## config.mk

```make
export PLATFORM = sky130hd
export DESIGN_NAME = pipe_ctrl_unit
export DESIGN_NICKNAME = d
export VERILOG_FILES = /design/src/rtl/pipe_ctrl_unit_pkg.sv /design/src/rtl/pipe_ctrl_unit_hazard.sv /design/src/rtl/pipe_ctrl_unit.sv
export SDC_FILE = /design/constraint.sdc
export NUM_CORES = 1
export LEC_CHECK = 0
export ABC_AREA = 1
export BUFFER_PORTS_ARGS = -buffer_cell sky130_fd_sc_hd__buf_2
export CORE_MARGIN = 3
export CORE_UTILIZATION = 47
export CTS_CLUSTER_SIZE = 25
export DETAILED_ROUTE_END_ITERATION = 10
export GPL_TIMING_DRIVEN = 1
export PLACE_DENSITY = 0.77
export SLEW_MARGIN = 15
export SYNTH_ARGS = -nofsm -noshare
export SYNTH_HDL_FRONTEND = slang
export SYNTH_SLANG_ARGS = --single-unit
```

## constraint.sdc

```tcl
create_clock -name clk_i -period 1.5 [get_ports clk_i]
set_clock_uncertainty 0.05 [all_clocks]
set_input_delay 0.15 -clock clk_i [delete_from_list [all_inputs] [get_ports clk_i]]
set_output_delay 0.15 -clock clk_i [all_outputs]
set_load 0.01 [all_outputs]
```

## src/rtl/pipe_ctrl_unit_pkg.sv

```systemverilog
// Shared definitions for the pipeline control unit: ALUOp codes, forwarding selects and
// the per-stage control bundles carried through ID/EX, EX/MEM and MEM/WB.
package pipe_ctrl_unit_pkg;

    localparam logic [1:0] ALUOP_RTYPE = 2'd0;
    localparam logic [1:0] ALUOP_ADD   = 2'd1;
    localparam logic [1:0] ALUOP_SUB   = 2'd2;

    localparam logic [1:0] FWD_RF    = 2'd0;
    localparam logic [1:0] FWD_MEMWB = 2'd1;
    localparam logic [1:0] FWD_EXMEM = 2'd2;

    typedef struct packed {
        logic       alu_src;
        logic [1:0] alu_op;
    } ex_ctrl_t;

    typedef struct packed {
        logic mem_read;
        logic mem_write;
    } mem_ctrl_t;

    typedef struct packed {
        logic reg_write;
        logic mem_to_reg;
    } wb_ctrl_t;

    // EX/MEM result is younger than MEM/WB, so it takes priority.
    function automatic logic [1:0] fwd_sel(input logic hit_exmem, input logic hit_memwb);
        if (hit_exmem)      return FWD_EXMEM;
        else if (hit_memwb) return FWD_MEMWB;
        else                return FWD_RF;
    endfunction

endpackage

```

## src/rtl/pipe_ctrl_unit_hazard.sv

```systemverilog
// Combinational hazard unit: stall/flush decisions and EX operand forwarding selects.
// PIPE_CTRL_FWD_EN selects forwarding + load-use stalls; otherwise any RAW stalls until WB.
module pipe_hazard_detect
    import pipe_ctrl_unit_pkg::*;
#(
    parameter int REG_AW = 5
) (
    input  logic              idex_mem_read_i,
    input  logic              idex_reg_write_i,
    input  logic [REG_AW-1:0] idex_wr_reg_i,
    input  logic [REG_AW-1:0] idex_rs_i,
    input  logic [REG_AW-1:0] idex_rt_i,
    input  logic              exmem_reg_write_i,
    input  logic [REG_AW-1:0] exmem_wr_reg_i,
    input  logic              memwb_reg_write_i,
    input  logic [REG_AW-1:0] memwb_wr_reg_i,
    input  logic [REG_AW-1:0] id_rs_i,
    input  logic [REG_AW-1:0] id_rt_i,
    input  logic              br_taken_i,
    input  logic              jump_i,
    output logic              stall_o,
    output logic              pc_write_o,
    output logic              ifid_write_o,
    output logic              if_flush_o,
    output logic [1:0]        fwd_a_o,
    output logic [1:0]        fwd_b_o
);

    logic ex_match;

    assign ex_match = (idex_wr_reg_i != '0) &&
                      ((idex_wr_reg_i == id_rs_i) || (idex_wr_reg_i == id_rt_i));

`ifdef PIPE_CTRL_FWD_EN
    logic exmem_wr_ok;
    logic memwb_wr_ok;
    logic unused_fwd;

    assign stall_o     = idex_mem_read_i & ex_match;
    assign exmem_wr_ok = exmem_reg_write_i && (exmem_wr_reg_i != '0);
    assign memwb_wr_ok = memwb_reg_write_i && (memwb_wr_reg_i != '0);
    assign fwd_a_o     = fwd_sel(exmem_wr_ok && (exmem_wr_reg_i == idex_rs_i),
                                 memwb_wr_ok && (memwb_wr_reg_i == idex_rs_i));
    assign fwd_b_o     = fwd_sel(exmem_wr_ok && (exmem_wr_reg_i == idex_rt_i),
                                 memwb_wr_ok && (memwb_wr_reg_i == idex_rt_i));
    assign unused_fwd  = idex_reg_write_i;
`else
    logic mem_match;
    logic unused_nofwd;

    // Without forwarding a producer must reach MEM/WB (write-before-read regfile) first.
    assign mem_match    = (exmem_wr_reg_i != '0) &&
                          ((exmem_wr_reg_i == id_rs_i) || (exmem_wr_reg_i == id_rt_i));
    assign stall_o      = (idex_reg_write_i & ex_match) | (exmem_reg_write_i & mem_match);
    assign fwd_a_o      = FWD_RF;
    assign fwd_b_o      = FWD_RF;
    assign unused_nofwd = ^{idex_mem_read_i, idex_rs_i, idex_rt_i,
                            memwb_reg_write_i, memwb_wr_reg_i};
`endif

    assign pc_write_o   = ~stall_o;
    assign ifid_write_o = ~stall_o;
    assign if_flush_o   = (br_taken_i | jump_i) & ~stall_o;

endmodule

```

## src/rtl/pipe_ctrl_unit.sv

```systemverilog
// Pipeline control unit: ID/EX, EX/MEM, MEM/WB control registers plus hazard/flush/forward.
// Optional forwarding enabled by defining PIPE_CTRL_FWD_EN.
module pipe_ctrl_unit
    import pipe_ctrl_unit_pkg::*;
#(
    parameter int REG_AW = 5
) (
    input  logic              clk_i,
    input  logic              rst_i,
    input  logic              RegDst_i,
    input  logic              ALUSrc_i,
    input  logic              MemtoReg_i,
    input  logic              RegWrite_i,
    input  logic              MemWrite_i,
    input  logic              MemRead_i,
    input  logic [1:0]        ALUOp_i,
    input  logic [REG_AW-1:0] Rs_i,
    input  logic [REG_AW-1:0] Rt_i,
    input  logic [REG_AW-1:0] Rd_i,
    input  logic              BrTaken_i,
    input  logic              Jump_i,
    output logic              PCWrite_o,
    output logic              IFIDWrite_o,
    output logic              IFFlush_o,
    output logic              EX_ALUSrc_o,
    output logic [1:0]        EX_ALUOp_o,
    output logic [REG_AW-1:0] EX_WrReg_o,
    output logic              MEM_MemRead_o,
    output logic              MEM_MemWrite_o,
    output logic              WB_RegWrite_o,
    output logic              WB_MemtoReg_o,
    output logic [REG_AW-1:0] WB_WrReg_o,
    output logic [1:0]        ForwardA_o,
    output logic [1:0]        ForwardB_o
);

    ex_ctrl_t          idex_ex_q,    idex_ex_d;
    mem_ctrl_t         idex_mem_q,   idex_mem_d;
    wb_ctrl_t          idex_wb_q,    idex_wb_d;
    logic [REG_AW-1:0] idex_rs_q,    idex_rs_d;
    logic [REG_AW-1:0] idex_rt_q,    idex_rt_d;
    logic [REG_AW-1:0] idex_wr_q,    idex_wr_d;
    mem_ctrl_t         exmem_mem_q,  exmem_mem_d;
    wb_ctrl_t          exmem_wb_q,   exmem_wb_d;
    logic [REG_AW-1:0] exmem_wr_q,   exmem_wr_d;
    wb_ctrl_t          memwb_wb_q,   memwb_wb_d;
    logic [REG_AW-1:0] memwb_wr_q,   memwb_wr_d;
    logic              stall;

    pipe_hazard_detect #(.REG_AW(REG_AW)) u_hazard (
        .idex_mem_read_i   (idex_mem_q.mem_read),
        .idex_reg_write_i  (idex_wb_q.reg_write),
        .idex_wr_reg_i     (idex_wr_q),
        .idex_rs_i         (idex_rs_q),
        .idex_rt_i         (idex_rt_q),
        .exmem_reg_write_i (exmem_wb_q.reg_write),
        .exmem_wr_reg_i    (exmem_wr_q),
        .memwb_reg_write_i (memwb_wb_q.reg_write),
        .memwb_wr_reg_i    (memwb_wr_q),
        .id_rs_i           (Rs_i),
        .id_rt_i           (Rt_i),
        .br_taken_i        (BrTaken_i),
        .jump_i            (Jump_i),
        .stall_o           (stall),
        .pc_write_o        (PCWrite_o),
        .ifid_write_o      (IFIDWrite_o),
        .if_flush_o        (IFFlush_o),
        .fwd_a_o           (ForwardA_o),
        .fwd_b_o           (ForwardB_o)
    );

    always_comb begin
        idex_ex_d  = '{alu_src: ALUSrc_i, alu_op: ALUOp_i};
        idex_mem_d = '{mem_read: MemRead_i, mem_write: MemWrite_i};
        idex_wb_d  = '{reg_write: RegWrite_i, mem_to_reg: MemtoReg_i};
        idex_rs_d  = Rs_i;
        idex_rt_d  = Rt_i;
        idex_wr_d  = RegDst_i ? Rd_i : Rt_i;
        // A stalled instruction stays in IF/ID; EX receives a bubble instead.
        if (stall) begin
            idex_ex_d  = '0;
            idex_mem_d = '0;
            idex_wb_d  = '0;
            idex_rs_d  = '0;
            idex_rt_d  = '0;
            idex_wr_d  = '0;
        end
        exmem_mem_d = idex_mem_q;
        exmem_wb_d  = idex_wb_q;
        exmem_wb_d.reg_write = idex_wb_q.reg_write && (idex_wr_q != '0);
        exmem_wr_d  = idex_wr_q;
        memwb_wb_d  = exmem_wb_q;
        memwb_wr_d  = exmem_wr_q;
    end

    always_ff @(posedge clk_i) begin
        if (rst_i) begin
            idex_ex_q   <= '0;
            idex_mem_q  <= '0;
            idex_wb_q   <= '0;
            idex_rs_q   <= '0;
            idex_rt_q   <= '0;
            idex_wr_q   <= '0;
            exmem_mem_q <= '0;
            exmem_wb_q  <= '0;
            exmem_wr_q  <= '0;
            memwb_wb_q  <= '0;
            memwb_wr_q  <= '0;
        end else begin
            idex_ex_q   <= idex_ex_d;
            idex_mem_q  <= idex_mem_d;
            idex_wb_q   <= idex_wb_d;
            idex_rs_q   <= idex_rs_d;
            idex_rt_q   <= idex_rt_d;
            idex_wr_q   <= idex_wr_d;
            exmem_mem_q <= exmem_mem_d;
            exmem_wb_q  <= exmem_wb_d;
            exmem_wr_q  <= exmem_wr_d;
            memwb_wb_q  <= memwb_wb_d;
            memwb_wr_q  <= memwb_wr_d;
        end
    end

    assign EX_ALUSrc_o    = idex_ex_q.alu_src;
    assign EX_ALUOp_o     = idex_ex_q.alu_op;
    assign EX_WrReg_o     = idex_wr_q;
    assign MEM_MemRead_o  = exmem_mem_q.mem_read;
    assign MEM_MemWrite_o = exmem_mem_q.mem_write;
    assign WB_RegWrite_o  = memwb_wb_q.reg_write;
    assign WB_MemtoReg_o  = memwb_wb_q.mem_to_reg;
    assign WB_WrReg_o     = memwb_wr_q;

endmodule

```

=== Yosys cells after proc, flatten, opt, wreduce, memory -nomap -nowiden ===
Cells that the tools add are included.

* Muxes and demuxes: 1
* Eq/ne operators: 4
* Bitwise operators: 6
* Reduce and logical (&&, ||, !) cells: 8

{| class="wikitable"
|+ Operators with widths
! operator !! number
|-
| 5-bit equality test || 4
|-
| 5-bit nonzero test || 2
|-
| 5-bit two-way mux || 1
|-
| 1-bit AND || 3
|-
| 1-bit logical AND || 3
|-
| 1-bit logical OR || 2
|-
| 1-bit bitwise OR || 2
|-
| 2-bit OR reduction || 1
|-
| 1-bit inverter || 1
|}

* Logic and storage cells: 34
* Bits of input ports: 27
* Flip-flop bits (word level): 28
* Output and inout port bits: 24

=== Logic depth before layout (Yosys ltp) ===
Gate-level depths: netlist of run 1.

* Depth in word-level cells: 7
* Depth in mapped cells: 10
* Depth with buffers taken out: 9

=== Modules after synthesis ===
Synthesis of run 1 repeated with hierarchy kept, for this count alone.

* Cells, all modules: 231
* Area total of the unflattened synthesis: 1591.5 um2

{| class="wikitable"
|+ By module, submodules not included
! module !! area an instance (um2) !! cells an instance !! sequential area each (um2) !! instances
|-
| pipe_ctrl_unit || 1153.6 || 130 || 760.7 || 1
|-
| pipe_hazard_detect || 437.9 || 101 || 0.0 || 1
|}

=== Worst setup path after synthesis of run 1 ===
Ideal clock, no wire load.

* Kind: register to output
* From: reg idex_wr_q[2] (netlist: EX_WrReg_o[2])
* To: out PCWrite_o
* Path slack: 152 ps
* Data required time: 1300 ps
* Data arrival time: 1148 ps
* Cell stages (with the launch flop): 11
* Path through: dfxtp_1 -> inv_1 -> nand2_1 -> nand2_1 -> nor2_1 -> nand3_1 -> nand2_1 -> nand2_2 -> nand2_1 -> inv_1 -> buf_4

* Word-level cells in the longest chain between the ends: 6

{| class="wikitable"
|+ RTL lines
! what !! RTL line !! source
|-
| start, declared || pipe_ctrl_unit.sv:42 || <nowiki>logic [REG_AW-1:0] idex_wr_q, idex_wr_d;</nowiki>
|-
| start signal, assigned || pipe_ctrl_unit.sv:115 || <nowiki>idex_wr_q <= idex_wr_d;</nowiki>
|-
| 5-bit equality test || pipe_ctrl_unit_hazard.sv:32 || <nowiki>((idex_wr_reg_i == id_rs_i) || (idex_wr_reg_i == id_rt_i));</nowiki>
|-
| 1-bit logical OR || pipe_ctrl_unit_hazard.sv:32 ||
|-
| 1-bit logical AND (*) || pipe_ctrl_unit_hazard.sv:31 || <nowiki>assign ex_match = (idex_wr_reg_i != '0) &&</nowiki>
|-
| 1-bit AND (*) || pipe_ctrl_unit_hazard.sv:54 || <nowiki>assign stall_o = (idex_reg_write_i & ex_match) | (exmem_reg_write_i & mem_match);</nowiki>
|-
| 1-bit bitwise OR (*) || pipe_ctrl_unit_hazard.sv:54 ||
|-
| 1-bit inverter (*) || -- ||
|-
| end, declared || pipe_ctrl_unit.sv:22 || <nowiki>output logic PCWrite_o,</nowiki>
|}

Mark *: on every way between the ends. The rest lies on a longest branch, timed or not.

=== Final worst setup path of run 1 ===
* From: reg idex_wr_q[0] (netlist: EX_WrReg_o[0])
* To: out IFFlush_o

* Word-level cells in the longest chain between the ends: 7

{| class="wikitable"
|+ RTL lines
! what !! RTL line !! source
|-
| 5-bit equality test || pipe_ctrl_unit_hazard.sv:32 ||
|-
| 1-bit logical OR || pipe_ctrl_unit_hazard.sv:32 ||
|-
| 1-bit logical AND (*) || pipe_ctrl_unit_hazard.sv:31 ||
|-
| 1-bit AND (*) || pipe_ctrl_unit_hazard.sv:54 ||
|-
| 1-bit bitwise OR (*) || pipe_ctrl_unit_hazard.sv:54 ||
|-
| 1-bit inverter (*) || pipe_ctrl_unit_hazard.sv:63 || <nowiki>assign if_flush_o = (br_taken_i | jump_i) & ~stall_o;</nowiki>
|-
| 1-bit AND (*) || pipe_ctrl_unit_hazard.sv:63 ||
|-
| end, declared || pipe_ctrl_unit.sv:24 || <nowiki>output logic IFFlush_o,</nowiki>
|}

Marks and branches as above.

==> results of run 1 <==
[layer usage]
metal | share of wire [%] | routed length [um] | vias to the layer above | global-route usage (%)
met5 | 0 | 0 | - | 0
met4 | 0.64 | 16 | 0 | 4.97
met3 | 5.3 | 132 | 2 | 2.23
met2 | 49 | 1230 | 35 | 26.1
met1 | 45 | 1120 | 496 | 19.7
li1 | - | - | 634 | -
[critical path, delay by kind of cell (launching register included)]
kind / cells / cell delay, ns
AND/OR/NAND/NOR: 6 / 0.49
XOR/XNOR: 1 / 0.14
flip-flops: 1 / 0.37
buffers and inverters: 1 / 0.13
[kinds of logic (layout without fill, tap and decap cells)]
family	count (synthesis)	after routing
other	1	4
XOR/XNOR	6	6
buffers and inverters	45	99
flip-flops	28	28
multiplexers	1	1
AND/OR/NAND/NOR	98	98
AO/OA/AOI/OAI	5	5
[state kept, by name, summed over array words and instances, names as in the netlist]
signal / cells
idex_wb_q: 1
WB_MemtoReg_o: 1
EX_ALUOp_o: 2
MEM_MemWrite_o: 1
exmem_wb_q: 2
WB_RegWrite_o: 1
exmem_wr_q: 5
exmem_mem_d: 2
MEM_MemRead_o: 1
WB_WrReg_o: 5
exmem_wb_d: 1
EX_WrReg_o: 5
EX_ALUSrc_o: 1
[repair_timing]
action                                  CTS  global route
endpoints found under the setup margin    3            15
hold buffers                              7             0
pin swaps                                 6             1
endpoints found under the hold margin     7             0
resized for setup                        14            10
setup buffers                             2             0
[power by group]
group / internal [mW] / switching (mW)
combinational: 0.128 / 0.145
clock: 0.148 / 0.199
sequential: 0.781 / 0.0242
[how the worst max path moves through the flow]
stage | start | end | slack (ns) | depth (start not counted)
finish | EX_WrReg_o[0] | IFFlush_o | -0.13 | 8
global route | EX_WrReg_o[2] | IFFlush_o | -0.26 | 8
CTS | EX_WrReg_o[0] | IFFlush_o | -0.15 | 8
detailed placement | EX_WrReg_o[4] | IFIDWrite_o | 0.14 | 10
global placement | EX_WrReg_o[1] | IFIDWrite_o | 0.15 | 10
floorplan | EX_WrReg_o[2] | PCWrite_o | 0.15 | 10
[area by class of cell]
cell class	count	area (sq um)	area share, %
Multi-Input combinational cell	114	534	31.6
Timing Repair Buffer	59	369	21.8
Tap cell	30	37.5	2.22
Sequential cell	28	581	34.3
Clock buffer	4	36.3	2.14
Inverter	36	135	7.98
[Yosys cell counts, drive strengths merged]
| cell | instances |
|---|---|
| clkbuf | 1 |
| xnor2 | 4 |
| nand4 | 1 |
| o21ai | 1 |
| buf | 8 |
| dfxtp | 28 |
| xor2 | 2 |
| nor2 | 44 |
| conb | 1 |
| mux2i | 1 |
| nand2 | 46 |
| a21oi | 4 |
| inv | 36 |
| nand3 | 6 |
| nor3 | 1 |
[metrics by stage]
stage	instances	TNS (ns)	hold WS, ns	utilization [%]	cell area (sq um)
after floorplan	187	0	0.212	-	1290
after global placement	258	0	0.313	60.1	1520
after detailed placement	258	0	0.326	60.1	1520
after CTS	271	-0.426	0.0253	65.7	1660
after global routing	271	-1.11	0.0397	67.1	1690
final	271	-0.364	0.0291	67.1	1690
==> metrics.csv, run 1 <==
metric,value,unit
HPWL Detailed,1.99,mm
clock root buffer,sky130_fd_sc_hd__clkbuf_4,
number of pins exceeding their max-slew limit in the final report,0,
number of DRC markers after the initial detailed-route iteration,15,
maximum fanout count along the critical path,4,
Leak Pwr,0.955,nW
classification of the worst setup path,reg -> out,
remaining global-route overflow,0,
ant diodes,0,
Bufs on Longest Clock Path,2,
fraction of synthesized area in multiplexers,0.784,%
number of vias after detailed routing,1167,
clock tree from TritonCTS,yes,
"commonest non-fill, non-tap cells in the layout","sky130_fd_sc_hd__buf_2 (44), sky130_fd_sc_hd__nand2_1 (43), sky130_fd_sc_hd__nor2_1 (32)",
setup-violating endpoint count in the final report,3,
outcome,"complete, but fails checks",
fmax,614,MHz
violations in the final reports,setup timing,
Hold WC Path Type,in -> reg,
register area share after synthesis,43.9,%
setup repair after global routing missed its margin,yes,
Critical-path top delay cell,sky130_fd_sc_hd__dfxtp_2,
number of nets in the finished design,269,
Power Dens Cells,842,nW/um^2
critical path arrival,1.43,ns
Yosys Warn Count,0,
fin crit share,109,%
maximum vdd ir drop,746,uV
share of cells above drive strength 1,37.8,%
"most common cell after layout, fill and taps aside",sky130_fd_sc_hd__buf_2,
fraction of the mapped netlist area in compound gates,1.96,%
Syn Area/Cell,6.94,sq um
cell-by-cell trace of the critical path,xor2_1 > nor2_1 > nand3_1 > nand2_1 > nand2_2 > nand2_2 > nor2_1 > buf_2,
number of antenna-violating nets in the routed design,0,
Global Route Usage Sum,15.3,%
startpoint of the worst register-to-register path,EX_WrReg_o[0],
global placement routability congestion,0.805,
worst hold path cell count,3,
chip width,58.1,um
crit-path max cell delay,0.37,ns
Power Total,1.43,mW
initial core utilization,50.6,%
number of placement rows,18,
number of global-route vias before repair,993,
Min-Delay Startpoint,Rd_i[2],
number of design rule violations left after detail routing,0,
WP data required,1.30,ns
clock latency on the worst-skew pair,0.31,ns
worst setup timing slack at the placement stage,0.145,ns
post-layout worst setup margin,-0.129,ns
filler cell count,227,
R2R depth,9,
"Reg clk slew, reported paths",0.13,ns
startpoint class of the critical path,flip-flop,
fraction of synthesized cell area taken by the top area cell type,43.9,%
largest family of logic cells by synthesized area,simple AND/OR/NAND/NOR gates,
max-capacitance violation count,0,
clock tree sinks,28,
crit end category,output port,
number of top-level pins,51,
Vias/cell,4.31,
worst reg2reg endpoint,EX_WrReg_o[3],
post-synthesis instance area,1280,sq um
cells taking the most area after synthesis,"sky130_fd_sc_hd__dfxtp_1 (44%), sky130_fd_sc_hd__nand2_1 (13%), sky130_fd_sc_hd__nor2_1 (10%), sky130_fd_sc_hd__inv_1 (8.5%), sky130_fd_sc_hd__nor2_2 (4.4%)",
count of input and output buffers,46,
wire length of the first global-routing pass,4.05,mm
average wire per standard cell,9.20,um
cell taking the most area after synthesis,sky130_fd_sc_hd__dfxtp_1,
simple-gate area share of the yosys netlist,32.8,%
total wire length,2.49,mm
final critical delay including setup and external delays,1.63,ns
CTS Buf Count,3,
iteration count of the initial detailed-routing pass,4,
Die Area,3380,sq um
hold-critical path endpoint,EX_WrReg_o[2],
synthesized-area fraction occupied by adder cells,0,%
number of antenna violations at the first check in global routing,0,
worst setup slack for register-to-register paths,0.08,ns
synthesis-to-layout area growth,32.5,%
Final Hold Viols,0,
largest net degree at the start of global routing,17,
Synth Area in XOR/XNOR,4.11,%
Yosys cell types,21,
post-synthesis sequential element count,28,
H-tree depth reported by CTS,1,
gate count of the mapped netlist,184,
die outline height,58.1,um
Core Region,2520,sq um
(Power assumes the default switching activity.)
==> run 2: changes to the inputs <==
--- a/config.mk
+++ b/config.mk
@@ -5,15 +5,15 @@
 export SDC_FILE = /design/constraint.sdc
 export NUM_CORES = 1
 export LEC_CHECK = 0
-export ABC_AREA = 1
 export BUFFER_PORTS_ARGS = -buffer_cell sky130_fd_sc_hd__buf_2
 export CORE_MARGIN = 3
-export CORE_UTILIZATION = 47
+export CORE_UTILIZATION = 49
 export CTS_CLUSTER_SIZE = 25
 export DETAILED_ROUTE_END_ITERATION = 10
 export GPL_TIMING_DRIVEN = 1
-export PLACE_DENSITY = 0.77
+export PLACE_DENSITY = 0.78
 export SLEW_MARGIN = 15
 export SYNTH_ARGS = -nofsm -noshare
 export SYNTH_HDL_FRONTEND = slang
+export SYNTH_HIERARCHICAL = 1
 export SYNTH_SLANG_ARGS = --single-unit
==> metrics.csv, run 2 <==
metric,value,unit
outcome,"complete, but fails checks",
violations in the final reports,setup timing,
number of design rule violations left after detail routing,0,
setup repair after global routing missed its margin,yes,
share of cells above drive strength 1,50.0,%
worst hold slack,0.00106,ns
number of nets in the finished design,210,
synthesis-to-layout area growth,47.6,%
R2R depth,9,
largest net degree at the start of global routing,19,
Internal Power,1.22,mW
Bufs on Longest Clock Path,2,
average wire per standard cell,14.0,um
maximum fanout count along the critical path,4,
switching portion of total power,24.6,%
Critical Path Sink,IFFlush_o,
count of input and output buffers,46,
startpoint of the worst register-to-register path,EX_WrReg_o[4],
Leak Pwr,0.856,nW
number of antenna violations at the first check in global routing,0,
WP data required,1.30,ns
worst setup timing slack at the placement stage,-0.219,ns
final critical delay including setup and external delays,1.99,ns
Power Dens Cells,936,nW/um^2
worst setup slack for register-to-register paths,-0.36,ns
H-tree depth reported by CTS,1,
post-layout worst setup margin,-0.488,ns
number of global-route vias before repair,949,
classification of the worst setup path,reg -> out,
fin crit share,133,%
Die Area,3020,sq um
total wire length,2.93,mm
number of top-level pins,51,
die outline height,55.0,um
setup-violating endpoint count in the final report,15,
maximum vdd ir drop,688,uV
iteration count of the initial detailed-routing pass,4,
"Reg clk slew, reported paths",0.14,ns
"commonest non-fill, non-tap cells in the layout","sky130_fd_sc_hd__buf_2 (46), sky130_fd_sc_hd__dfxtp_1 (21), sky130_fd_sc_hd__xor2_1 (19)",
Global Route Usage Sum,19.6,%
share of power burned in the clock network,30.3,%
clock tree sinks,28,
power dissipated by switching net loads,399,uW
max-capacitance violation count,0,
Hold WC Path Type,in -> reg,
critical path arrival,1.79,ns
HPWL Detailed,1.97,mm
number of DRC markers after the initial detailed-route iteration,19,
CP Launch Point,EX_WrReg_o[4],
clock tree from TritonCTS,yes,
number of placement rows,17,
Final Hold Viols,0,
utilization after layout,77.6,%
CTS Buf Count,3,
"most common cell after layout, fill and taps aside",sky130_fd_sc_hd__buf_2,
Core Region,2230,sq um
clock latency on the worst-skew pair,0.33,ns
number of vias after detailed routing,988,
part of the power in combinational logic,19.9,%
fmax,503,MHz
worst reg2reg endpoint,exmem_wb_d[0],
Syn Area/Cell,10.4,sq um
Yosys Warn Count,6,
number of pins exceeding their max-slew limit in the final report,0,
wire length of the first global-routing pass,4.12,mm
startpoint class of the critical path,flip-flop,
clock root buffer,sky130_fd_sc_hd__clkbuf_4,
Vias/cell,4.70,
post-synthesis instance area,1170,sq um
gate count of the mapped netlist,113,
initial core utilization,52.6,%
remaining global-route overflow,0,
crit end category,output port,
global placement routability congestion,0.814,
Flop pwr share,49.8,%
chip width,55.0,um
ant diodes,0,
number of antenna-violating nets in the routed design,0,
==> run 2: power groups by stage <==
stage	Combinational (mW)	Clock (mW)	Sequential, mW
after floorplan	0.136	0	0.837
after global placement	0.248	0	0.820
after detailed placement	0.255	0	0.822
after CTS	0.292	0.492	0.806
after global routing	0.347	0.533	0.813
final	0.323	0.492	0.808
==> run 2: worst min path at each step <==
stage / start / endpoint / depth (start not counted) / slack (ns)
after floorplan: MemWrite_i / exmem_mem_d[0] / 1 / 0.22
after global placement: MemWrite_i / exmem_mem_d[0] / 2 / 0.30
after detailed placement: RegWrite_i / idex_wb_q[1] / 2 / 0.31
after CTS: Rd_i[0] / EX_WrReg_o[0] / 3 / 0.001
after global routing: Rd_i[2] / EX_WrReg_o[2] / 3 / -0.002
final: Rd_i[0] / EX_WrReg_o[0] / 3 / 0.001
==> run 2: metal layers <==
metal	vias to the layer above	global-route usage [%]	routed length (um)
met1	461	22.6	1170
met2	26	34.6	1600
met5	-	0	0
met3	6	6.17	131
met4	0	5.26	36
li1	495	-	-
==> run 2: stage by stage <==
step / std cells / cell area, sq um / setup TNS (ns) / total power, mW
2_1_floorplan: 116 / 1210 / -1.14 / 0.973
3_3_place_gp: 192 / 1480 / -1.33 / 1.07
3_5_place_dp: 192 / 1480 / -1.82 / 1.08
4_1_cts: 208 / 1670 / -4.78 / 1.59
5_1_grt: 210 / 1730 / -5.96 / 1.69
6_report: 210 / 1730 / -5.55 / 1.62
==> run 2: layout make-up <==
class                   instances  area (sq um)
multi-input cells              80           634
well taps                      28          35.0
repair buffers                 70           440
clock buffers                   3          22.5
clock inverters                 1          30.0
fillers                       145           499
flip-flops and latches         28           572
==> run 2: repair_timing <==
| item | CTS | global route |
|---|---|---|
| resized for setup | 4 | 15 |
| setup endpoints to repair | 15 | 15 |
| hold buffers | 9 | 0 |
| pin swaps | 6 | 4 |
| hold endpoints to repair | 9 | 0 |
| setup buffers | 3 | 2 |
==> run 2: critical path, stage by stage, from the launching register on <==
cell                      delay [ns]
sky130_fd_sc_hd__dfxtp_4        0.39
sky130_fd_sc_hd__buf_6          0.12
sky130_fd_sc_hd__xor2_1         0.16
sky130_fd_sc_hd__nor3_2         0.18
sky130_fd_sc_hd__a22oi_2        0.11
sky130_fd_sc_hd__buf_4          0.15
sky130_fd_sc_hd__o221a_1        0.22
sky130_fd_sc_hd__buf_2          0.14
==> run 3: changes to the inputs <==
--- a/config.mk
+++ b/config.mk
@@ -7,11 +7,11 @@
 export LEC_CHECK = 0
 export BUFFER_PORTS_ARGS = -buffer_cell sky130_fd_sc_hd__buf_2
 export CORE_MARGIN = 3
-export CORE_UTILIZATION = 49
+export CORE_UTILIZATION = 32
 export CTS_CLUSTER_SIZE = 25
 export DETAILED_ROUTE_END_ITERATION = 10
 export GPL_TIMING_DRIVEN = 1
-export PLACE_DENSITY = 0.78
+export PLACE_DENSITY = 0.54
 export SLEW_MARGIN = 15
 export SYNTH_ARGS = -nofsm -noshare
 export SYNTH_HDL_FRONTEND = slang
==> metrics.csv, run 3 (same netlist as run 2, synthesis figures left out) <==
metric,value,unit
outcome,"complete, but fails checks",
violations in the final reports,setup timing,
Final Hold Viols,0,
placed cell area,1540,sq um
startpoint class of the critical path,flip-flop,
number of pins exceeding their max-slew limit in the final report,0,
post-layout worst setup margin,-0.371,ns
crit end category,output port,
fin crit share,125,%
cts-stage hold buffer count,0,
die outline height,66.6,um
clock root buffer,sky130_fd_sc_hd__clkbuf_8,
worst reg2reg endpoint,EX_WrReg_o[4],
largest net degree at the start of global routing,19,
iteration count of the initial detailed-routing pass,4,
global placement routability congestion,0.755,
crit-path max cell delay,0.37,ns
clock latency on the worst-skew pair,0.27,ns
maximum fanout count along the critical path,4,
classification of the worst setup path,reg -> out,
number of antenna-violating nets in the routed design,0,
number of DRC markers after the initial detailed-route iteration,6,
initial core utilization,34.1,%
average wire per standard cell,11.5,um
max-capacitance violation count,0,
Vias/cell,4.22,
number of top-level pins,51,
area taken by multi-input logic gates,639,sq um
setup-violating endpoint count in the final report,15,
maximum vdd ir drop,685,uV
total wire length,2.57,mm
hold-critical path endpoint,idex_wb_q[1],
R2R depth,7,
filler cell count,345,
setup repair after global routing missed its margin,yes,
"commonest non-fill, non-tap cells in the layout","sky130_fd_sc_hd__buf_2 (46), sky130_fd_sc_hd__dfxtp_1 (20), sky130_fd_sc_hd__xor2_1 (19)",
utilization after layout,50.0,%
Top Family by Delay on Critical Path,buffers and inverters,
HPWL Detailed,2.03,mm
CTS Buf Count,3,
clock tree sinks,28,
Die Area,4430,sq um
number of global-route vias before repair,892,
Core Region,3440,sq um
count of buffering cells on the critical path with inverters included,3,
CP Launch Point,EX_WrReg_o[4],
synthesis-to-layout area growth,46.5,%
Global Route Usage Sum,12.1,%
ant diodes,0,
number of antenna violations at the first check in global routing,0,
share of cells above drive strength 1,55.4,%
cell-by-cell trace of the critical path,buf_6 > xor2_2 > nor3_2 > a22oi_2 > buf_4 > o221a_1 > buf_2,
"most common cell after layout, fill and taps aside",sky130_fd_sc_hd__buf_2,
H-tree depth reported by CTS,1,
Bufs on Longest Clock Path,2,
setup_tns,-4.48,ns
Critical-path top delay cell,sky130_fd_sc_hd__dfxtp_4,
Leak Pwr,0.846,nW
number of design rule violations left after detail routing,0,
number of placement rows,21,
Min-Delay Startpoint,RegWrite_i,
WP data required,1.30,ns
wire length of the first global-routing pass,4.03,mm
number of nets in the finished design,205,
worst setup slack for register-to-register paths,-0.34,ns
count of input and output buffers,46,
area occupied by registers,573,sq um
fmax,534,MHz
Hold WC Path Type,in -> reg,
Power Dens Cells,981,nW/um^2
number of vias after detailed routing,941,
chip width,66.6,um
critical path arrival,1.67,ns
remaining global-route overflow,0,
post-route standard cell area excluding fillers,1720,sq um
clock tree from TritonCTS,yes,
startpoint of the worst register-to-register path,exmem_wr_q[1],
worst hold path cell count,2,
final critical delay including setup and external delays,1.87,ns
"Reg clk slew, reported paths",0.09,ns
-- run 3: changes by cell type in the layout (fill, tap and decap cells not counted) --
cell / previous run / this run
sky130_fd_sc_hd__nor2_1: 9 / 7
sky130_fd_sc_hd__nor2_2: 1 / 3
sky130_fd_sc_hd__dfxtp_1: 21 / 20
sky130_fd_sc_hd__dfxtp_2: 6 / 7
sky130_fd_sc_hd__clkbuf_8: 0 / 3
sky130_fd_sc_hd__buf_4: 13 / 17
sky130_fd_sc_hd__clkbuf_4: 3 / 0
sky130_fd_sc_hd__dlygate4sd3_1: 9 / 0
-- run 3: report_power, final --
group          leakage, nW  switching [mW]  internal (mW)
Sequential           0.234          0.0259          0.782
Combinational        0.577           0.139          0.163
Clock               0.0357           0.221          0.357
-- run 3: how the worst max path moves through the flow --
stage / cells past startpoint / end
final: 7 / IFFlush_o
after global routing: 7 / IFIDWrite_o
after CTS: 7 / IFFlush_o
after detailed placement: 7 / EX_WrReg_o[0]
after global placement: 5 / EX_WrReg_o[4]
after floorplan: 5 / EX_WrReg_o[1]
-- run 3: metal layers --
layer,GRT usage [%],up-vias,routed length (um)
met5,0,-,0
met4,2.28,0,18
met3,3.88,2,149
met2,21.7,27,1370
met1,14.1,430,1030
li1,-,482,-
-- run 3: what timing repair did --
item | CTS | global route
resized for setup | 10 | 12
setup endpoints to repair | 15 | 15
pin swaps | 9 | 4
gates cloned | 0 | 0
buffers inserted | 4 | 1
-- run 3: final cells by class --
class	count	area share, %
Sequential cell	28	33.3
Timing Repair Buffer	65	22.1
Multi-Input combinational cell	80	37.1
Clock buffer	3	2.40
Clock inverter	1	1.74
Tap cell	46	3.34
-- run 3: stage by stage --
step / power, mW / hold WS, ns / setup WS, ns / std cells
after floorplan: 0.973 / 0.222 / -0.131 / 116
after global placement: 1.08 / 0.304 / -0.166 / 214
after detailed placement: 1.09 / 0.309 / -0.239 / 214
after CTS: 1.70 / 0.0202 / -0.387 / 222
after global routing: 1.77 / 0.0187 / -0.442 / 223
final: 1.69 / 0.0270 / -0.371 / 223
